--- config.mk ---
export PLATFORM = sky130hd
export DESIGN_NAME = system_bus_hs
export DESIGN_NICKNAME = d
export VERILOG_FILES = /design/src/rtl/system_bus_hs.sv
export SDC_FILE = /design/constraint.sdc
export NUM_CORES = 1
export LEC_CHECK = 0
export CORE_AREA = 5 5 206 208
export DETAILED_ROUTE_END_ITERATION = 6
export DIE_AREA = 0 0 211 213
export SYNTH_ARGS = -nofsm -noshare
export SYNTH_HDL_FRONTEND = slang
export SYNTH_SLANG_ARGS = --single-unit
--- constraint.sdc ---
create_clock -name clk -period 2.29 [get_ports clk]
set_input_delay 0.458 -clock clk [delete_from_list [all_inputs] [get_ports clk]]
set_output_delay 0.458 -clock clk [all_outputs]
set_load 0.005 [all_outputs]
--- src/rtl/system_bus_hs.sv ---
// system_bus_hs: single-master to NSLV-slave request/ack bus bridge.
// Decodes m_addr against base/mask regions, latches the request onto the
// broadcast s_* bus, waits for the selected slave's ack (bounded by
// TIMEOUT ACCESS cycles) and returns a one-cycle m_rvalid response.
// Ports:
//   clk, rst_n                          clock, async active-low reset
//   m_req/m_addr/m_wdata/m_rd_ctrl/m_wr_ctrl   master request
//   m_ready                             request accepted this cycle
//   m_rvalid/m_rdata/m_err              one-cycle response
//   s_req                               one-hot slave select
//   s_addr/s_wdata/s_rd_ctrl/s_wr_ctrl  latched request, broadcast
//   s_ack/s_rdata                       per-slave completion and data
module system_bus_hs #(
   parameter int NSLV    = 3,
   parameter int AW      = 64,
   parameter int DW      = 64,
   parameter int TIMEOUT = 16,
   parameter logic [NSLV*AW-1:0] SLV_BASE = {
      64'h0000_0000_8000_0000,
      64'h0000_0000_4000_0000,
      64'h0000_0000_0000_0000},
   parameter logic [NSLV*AW-1:0] SLV_MASK = {
      ~64'h0FFF,
      ~64'h000F,
      ~64'h3FFF}
) (
   input  logic               clk,
   input  logic               rst_n,
   input  logic               m_req,
   input  logic [AW-1:0]      m_addr,
   input  logic [DW-1:0]      m_wdata,
   input  logic [2:0]         m_rd_ctrl,
   input  logic [2:0]         m_wr_ctrl,
   output logic               m_ready,
   output logic               m_rvalid,
   output logic [DW-1:0]      m_rdata,
   output logic               m_err,
   output logic [NSLV-1:0]    s_req,
   output logic [AW-1:0]      s_addr,
   output logic [DW-1:0]      s_wdata,
   output logic [2:0]         s_rd_ctrl,
   output logic [2:0]         s_wr_ctrl,
   input  logic [NSLV-1:0]    s_ack,
   input  logic [NSLV*DW-1:0] s_rdata
);

   localparam int SW = (NSLV > 1) ? $clog2(NSLV) : 1;
   localparam int CW = $clog2(TIMEOUT + 1);

   typedef enum logic [1:0] {IDLE, ACCESS, RESP, ERR} state_e;

   state_e          state_q, state_d;
   logic [AW-1:0]   addr_q, addr_d;
   logic [DW-1:0]   wdata_q, wdata_d;
   logic [2:0]      rd_q, rd_d;
   logic [2:0]      wr_q, wr_d;
   logic [SW-1:0]   sel_q, sel_d;
   logic [CW-1:0]   cnt_q, cnt_d;
   logic [DW-1:0]   rdata_q, rdata_d;

   logic            accept;
   logic            hit;
   logic [SW-1:0]   hit_idx;
   logic            ack_sel;
   logic            tmo;
   logic [DW-1:0]   slot_rdata;

   assign m_ready    = (state_q == IDLE) && rst_n;
   assign accept     = m_req && m_ready;
   assign ack_sel    = s_ack[sel_q];
   assign slot_rdata = s_rdata[DW*int'(sel_q) +: DW];
   // Last permitted ACCESS cycle: counter starts at 0 in cycle 1.
   assign tmo        = (cnt_q == CW'(TIMEOUT - 1));

   // Walk downwards so the lowest matching index is the one kept.
   always_comb begin
      hit     = 1'b0;
      hit_idx = '0;
      for (int i = NSLV - 1; i >= 0; i--) begin
         if ((m_addr & SLV_MASK[i*AW +: AW]) == SLV_BASE[i*AW +: AW]) begin
            hit     = 1'b1;
            hit_idx = SW'(i);
         end
      end
   end

   always_ff @(posedge clk or negedge rst_n) begin
      if (!rst_n) begin
         state_q <= IDLE;
      end else begin
         state_q <= state_d;
      end
   end

   always_comb begin
      state_d = state_q;
      unique case (state_q)
         IDLE: begin
            if (accept) begin
               if (!hit || (m_rd_ctrl == 3'd0 && m_wr_ctrl == 3'd0))
                  state_d = ERR;
               else
                  state_d = ACCESS;
            end
         end
         // Ack is checked first so it wins over a same-cycle timeout.
         ACCESS: begin
            if (ack_sel)
               state_d = RESP;
            else if (tmo)
               state_d = ERR;
         end
         RESP:    state_d = IDLE;
         ERR:     state_d = IDLE;
         default: state_d = IDLE;
      endcase
   end

   always_comb begin
      m_rvalid = 1'b0;
      m_err    = 1'b0;
      m_rdata  = '0;
      s_req    = '0;
      unique case (state_q)
         IDLE: ;
         ACCESS:  s_req[sel_q] = 1'b1;
         RESP: begin
            m_rvalid = 1'b1;
            m_rdata  = rdata_q;
         end
         ERR: begin
            m_rvalid = 1'b1;
            m_err    = 1'b1;
         end
         default: ;
      endcase
   end

   always_comb begin
      addr_d  = addr_q;
      wdata_d = wdata_q;
      rd_d    = rd_q;
      wr_d    = wr_q;
      sel_d   = sel_q;
      cnt_d   = cnt_q;
      rdata_d = rdata_q;
      if (accept) begin
         addr_d  = m_addr;
         wdata_d = m_wdata;
         rd_d    = m_rd_ctrl;
         wr_d    = m_wr_ctrl;
         sel_d   = hit_idx;
         cnt_d   = '0;
      end
      if (state_q == ACCESS) begin
         cnt_d = cnt_q + CW'(1);
         if (ack_sel)
            rdata_d = (rd_q != 3'd0) ? slot_rdata : '0;
      end
   end

   always_ff @(posedge clk or negedge rst_n) begin
      if (!rst_n) begin
         addr_q  <= '0;
         wdata_q <= '0;
         rd_q    <= '0;
         wr_q    <= '0;
         sel_q   <= '0;
         cnt_q   <= '0;
         rdata_q <= '0;
      end else begin
         addr_q  <= addr_d;
         wdata_q <= wdata_d;
         rd_q    <= rd_d;
         wr_q    <= wr_d;
         sel_q   <= sel_d;
         cnt_q   <= cnt_d;
         rdata_q <= rdata_d;
      end
   end

   assign s_addr    = addr_q;
   assign s_wdata   = wdata_q;
   assign s_rd_ctrl = rd_q;
   assign s_wr_ctrl = wr_q;

endmodule

==> out/qor.csv <==
stage,metric,value,unit
yosys,Seq cells post-synth,207,
yosys,sequential area share after synthesis,49.7,%
pwr,Peak VDD IR,0.665,mV
yosys,Netlist Area Pre-Place,10400,µm²
final_layout,layout cells sized above 1,18.5,%
yosys,Mean Syn Cell Area,9.17,µm²
floorplan,Starting Density,25.8,%
clock_tree,TritonCTS clock tree,yes,
pwr,Leak,0.00822,µW
routing,WL/cell,18.6,µm
sta,worst hold slack,0.450,ns
placement,HPWL Detailed,30.6,mm
critical_path,Worst Path Max Fanout,8,
min_path,Worst Hold Depth,3,
final_layout,fillers,3980,
critical_path,Worst path top cell family by delay,buffers and inverters,
min_path,Worst Min Path Start,m_wdata[58],
placement,input/output buffers,535,
clock_tree,"CTS clk-pin slew, worst paths",0.06,ns
yosys,"Async S/R FF share, synth",100,%
global_route,antenna violations before repair,2,
routing,DR WL met3,4.25,mm
sta,fin crit share,98.3,%
routing,via count,9948,
critical_path,required time worst endpoint,1.83,ns
clock_tree,deepest clock path buffer count,3,
critical_path,Crit. End Element,primary output,
yosys,Syn. warnings,0,
floorplan,die span in x,211,µm
critical_path,R2R depth,5,
yosys,Mapped Nets,1470,
sta,Slew HR,51.1,%
clock_tree,CTS root buf,clkbuf_16,
floorplan,number of top-level pins,536,
placement,Final GP Congestion,0.874,
pwr,Pwr Total,19000,µW
sta,Final Max Tran Viols,0,
global_route,first-pass GRT wire length,61.3,mm
final_layout,"commonest non-fill, non-tap cell in the layout",nand2_1,
sta,Setup TNS,0,ns
routing,Post-Route WL,41.6,mm
critical_path,Setup CP Type,flop to primary output,
sta,Least-Margin Pin Slew,0.734,ns
routing,antenna-violating nets left,0,
final_layout,nets,2011,
clock_tree,CTS Buf Count,25,
routing,Iteration-0 DRC Markers,458,
floorplan,Die Ht,213,µm
yosys,Syn Inst Count,1136,
routing,DR top layer,met4,
sta,RSZ-0062 raised after global routing,yes,
flow_run,maxcap violations,0,
critical_path,CP Cell Sequence,buf_4 > and2_1 > clkdlybuf4s50_1,
final_layout,Area Overhead vs Synth,68.0,%
yosys,Post-synth top flop,dfrtp_1,
sta,shortest period the worst path allows,2.25,ns
floorplan,Die Area,44900,µm²
clock_tree,"Clk Latency, worst-skew pair",0.53,ns
yosys,synth unique cells,41,
sta,Fin Clk Skew,0.0174,ns
final_layout,most frequent cells in the layout,"nand2_1, clkdlybuf4s50_1, dfrtp_1, mux2_2, a21oi_1",
routing,Pre-antenna DRT Iters,5,
global_route,largest net degree at the start of global routing,124,
sta,Fmax,0.444,GHz
yosys,Post-synth EDFFs,0,
routing,met1 wire length,16.1,mm
sta,Final setup viols,0,
critical_path,CP max-delay cell,clkdlybuf4s50_1,
pwr,PD cells,1090,nW/µm²
global_route,Tot GR Track Use,17.2,%
routing,DR vias/cell,4.46,
critical_path,Max stage delay on crit path,0.53,ns
min_path,hold endpoint,s_wdata[58],
floorplan,core area,40400,µm²
run_status,outcome,completed,
critical_path,critical path arrival,1.79,ns
global_route,Overflow after GRT,0,
clock_tree,Sink Count,207,
sta,"Hold Violations, Final",0,
critical_path,RR Endpoint,rdata_q[44],
critical_path,Worst setup SP type,flop,
routing,routed length on met2,20.3,mm
critical_path,Register-to-Register Setup Slack,0.51,ns
global_route,vias in the first global route,10400,
clock_tree,H-tree depth,1,
routing,Post-route DRC,0,
critical_path,R2R Path Start,sel_q[0],
critical_path,cell depth of the worst setup path,3,
floorplan,num rows,74,
critical_path,WP buf/inv,2,
min_path,Hold Path Class,input port to flop,
cells in the mapped netlist, drive strengths merged, types with 3 or more instances:
library cell | number | share of area (%)
mux2 | 128 | 16
a21oi | 65 | 3.1
nor2 | 3 | 0.11
and2 | 65 | 3.9
nor4 | 14 | 0.84
nand4 | 3 | 0.18
clkbuf | 30 | 1.1
nand2 | 536 | 19
dfrtp | 207 | 50
o21ai | 5 | 0.24
buf | 44 | 2.8
inv | 3 | 0.11
nor3 | 4 | 0.24
nand3 | 5 | 0.24
how the worst max path moves through the flow:
stage	startpoint	end	slack [ns]
2_1_floorplan	state_q[0]	m_rdata[10]	0.70
3_3_place_gp	m_addr[17]	sel_q[0]	-0.33
3_5_place_dp	m_addr[17]	sel_q[0]	-0.33
4_1_cts	state_q[1]	m_rdata[9]	-0.17
5_1_grt	state_q[0]	m_err	-0.10
6_report	state_q[0]	m_err	0.04
power breakdown:
| group | leakage, µW | switching [µW] | internal [µW] |
|---|---|---|---|
| clock network | 0.000417 | 1580 | 2400 |
| registers | 0.00258 | 996 | 5450 |
| logic | 0.00522 | 3490 | 5120 |
routing by layer:
layer  vias up  GRT usage, %
met4         0          4.63
met3        46          6.48
li1       4744             -
met5         -             0
met1      4724          20.1
met2       434          29.9
worst reg2reg max path, stage by stage (launching register included):
cell and delay (ns):
dfrtp_2 0.50, buf_12 0.31, mux2_2 0.42, nand2_1 0.07, a21oi_1 0.08, mux2_4 0.28
cell families after synthesis:
family	share of synthesized area, %
AND/OR/NAND/NOR	25.8
flip-flops	49.7
multiplexers	16.1
AO/OA/AOI/OAI	4.04
buffers and inverters	4.00
adder cells (fa/ha/maj)	0.240
XOR/XNOR	0.0841
flip-flops by register name, indices dropped and copies added (netlist names):
register / cells
rdata_q: 64
s_addr: 64
s_wdata: 64
cnt_q: 5
s_rd_ctrl: 3
s_wr_ctrl: 3
sel_q: 2
state_q: 2
cell type report:
type	instances	area, µm²	share of cell area (%)
Antenna cell	3	7.51	0.0429
Timing Repair Buffer	588	5890	33.6
Clock buffer	36	757	4.33
Inverter	3	11.3	0.0644
Multi-Input combinational cell	852	4910	28.1
Clock inverter	9	76.3	0.436
Tap cell	532	666	3.80
Sequential cell	207	5180	29.6
through the flow:
step           utilization [%]  setup slack (ns)  instance area (µm²)  std cells
2_1_floorplan                -             0.699                10400       1136
3_3_place_gp              40.9            -0.334                16500       2168
3_5_place_dp              40.9            -0.328                16500       2168
4_1_cts                   43.4            -0.172                17500       2227
5_1_grt                   43.3            -0.101                17500       2229
6_report                  43.3            0.0396                17500       2230
repair_timing:
action / CTS / global route
gates resized for setup: 208 / 79
endpoints found under the hold margin: 1 / 0
gates cloned: 5 / 2
hold buffers: 1 / 0
setup buffers: 8 / 2
pin swaps: 5 / 3
setup endpoints to repair: 69 / 47
Power figures use the tool's default switching activity.
==> RTL edit, RTL diff (config.mk and constraints unchanged) <==
`AW`: 64 -> 96.
--- a/src/rtl/system_bus_hs.sv
+++ b/src/rtl/system_bus_hs.sv
@@ -12,7 +12,7 @@
 //   s_ack/s_rdata                       per-slave completion and data
 module system_bus_hs #(
    parameter int NSLV    = 3,
-   parameter int AW      = 64,
+   parameter int AW      = 96,
    parameter int DW      = 64,
    parameter int TIMEOUT = 16,
    parameter logic [NSLV*AW-1:0] SLV_BASE = {
Interface: changed (resized m_addr and s_addr); port bits go from 536 to 600. The function was not compared with the original's and may differ.
==> RTL edit against the unedited design <==
Synthesized area increased by 10%; sequential power up 6.5%; sequential cell count is 32 higher; clock power grew 20%; setup slack improved by 0.040 ns; routed wire length rose by 18%; cell area up 10%; power fell by 2.3%; critical path type unchanged; largest cell class unchanged; largest power group unchanged.
==> RTL edit: results (changes against the unedited design) <==
Maximum VDD drop -> 579 uV (-13%)
Register area share after synthesis -> 0.522 (+0.0245)
Syn_nets -> 1655 (+13%)
CTS Buf Count -> 28 (+12%)
Outcome -> finished, final reports clean
Global-route wire length before repair -> 71400 um (+16%)
Cell Area, Placed -> 0.0182 mm2 (+10%)
Largest net degree at the start of global routing -> 159 (+28%)
Initial antenna violation count -> 7 (+5)
1st-iter DRT viols -> 424 (-7.4%)
RR Startpoint -> state_q[0]$_DFFE_PN0P_
Share of cells above drive strength 1 -> 0.136 (-0.0489)
Via Count -> 11200 (+12%)
Filler cells -> 3943 (-0.93%)
Arr. time, crit path -> 1.75 ns (-0.04 ns)
WL/cell -> 19.9 um (+6.9%)
Largest fanout on the critical path -> 6 (-2)
Unique masters post-synth -> 34 (-17%)
Worst slew margin -> 0.400 (-0.111)
Worst setup path start -> state_q[1]$_DFFE_PN0P_
Fin Clk Skew -> 0.0108 ns (-0.00666 ns)
Final RePlAce weighted congestion -> 0.870 (-0.45%)
CP peak stage delay -> 0.38 ns (-0.15 ns)
Worst hold path type -> input pin to async pin
Worst skew pair latency -> 0.55 ns (+0.02 ns)
PortBufs -> 599 (+12%)
Synth area leaders -> dfrtp_1 (52%), nand2_1 (19%), o31ai_2 (6.0%)
CP max stage cell -> dfrtp_1
Vias in the first global route -> 11600 (+12%)
## RTL edit: cell families after synthesis
kind of cell	synth area share
DFF	0.522
adders and majority gates	0.00218
buffers and inverters	0.0453
and+or+nand+nor	0.272
muxes	0.0568
xor gates and xnor gates	0.000764
AOI/OAI and AO/OA	0.101
## RTL edit: where the power goes
group / total [mW] / switching, mW / internal, mW
combinational: 6.96 / 3.06 / 3.90
clock: 4.76 / 1.80 / 2.96
sequential: 6.87 / 0.941 / 5.93
total: 18.6 / 5.80 / 12.8
## RTL edit: path summary, 6_finish.rpt
kind,cells past startpoint,slack (ns),to
worst max register to register,8,0.31,s_wdata[60]$_DFFE_PN0P_
worst min register to register,2,0.47,rdata_q[5]$_DFFE_PN0P_
min in group clk,3,0.44,s_wdata[46]$_DFFE_PN0P_
worst max-delay path,6,0.08,m_rdata[23]
max in group asynchronous,3,1.15,s_wdata[52]$_DFFE_PN0P_
worst min-delay path,2,0.02,s_wdata[25]$_DFFE_PN0P_
## RTL edit: stage by stage
step | total power, mW | util | std cells
4_1_cts | 18.9 | 0.478 | 2447
5_1_grt | 19.8 | 0.478 | 2451
3_3_place_gp | 13.7 | 0.451 | 2384
2_1_floorplan | 9.34 | - | 1289
6_report | 18.6 | 0.478 | 2452
3_5_place_dp | 13.8 | 0.451 | 2384
## RTL edit: cell type report
type | instances | share of cell area
Clock inverter | 5 | 0.00538
Antenna cell | 5 | 0.000648
Tap cell | 532 | 0.0345
Inverter | 1 | 0.000195
Multi-Input combinational cell | 960 | 0.262
Timing Repair Buffer | 665 | 0.341
Sequential cell | 239 | 0.310
Clock buffer | 45 | 0.0459
## RTL edit: what timing repair did
action / in CTS / in global routing
buffers inserted: 9 / 0
gates resized for setup: 267 / 34
pin swaps: 17 / 0
endpoints found under the setup margin: 69 / 42
cloned: 5 / 1
## RTL edit: routing by layer
layer / vias to the layer above / routed length, um / GRT usage
met5: - / 69 / 0.00647
met4: 6 / 1280 / 0.0588
met3: 68 / 4480 / 0.0758
met2: 430 / 24600 / 0.361
met1: 5247 / 18500 / 0.234
li1: 5410 / - / -
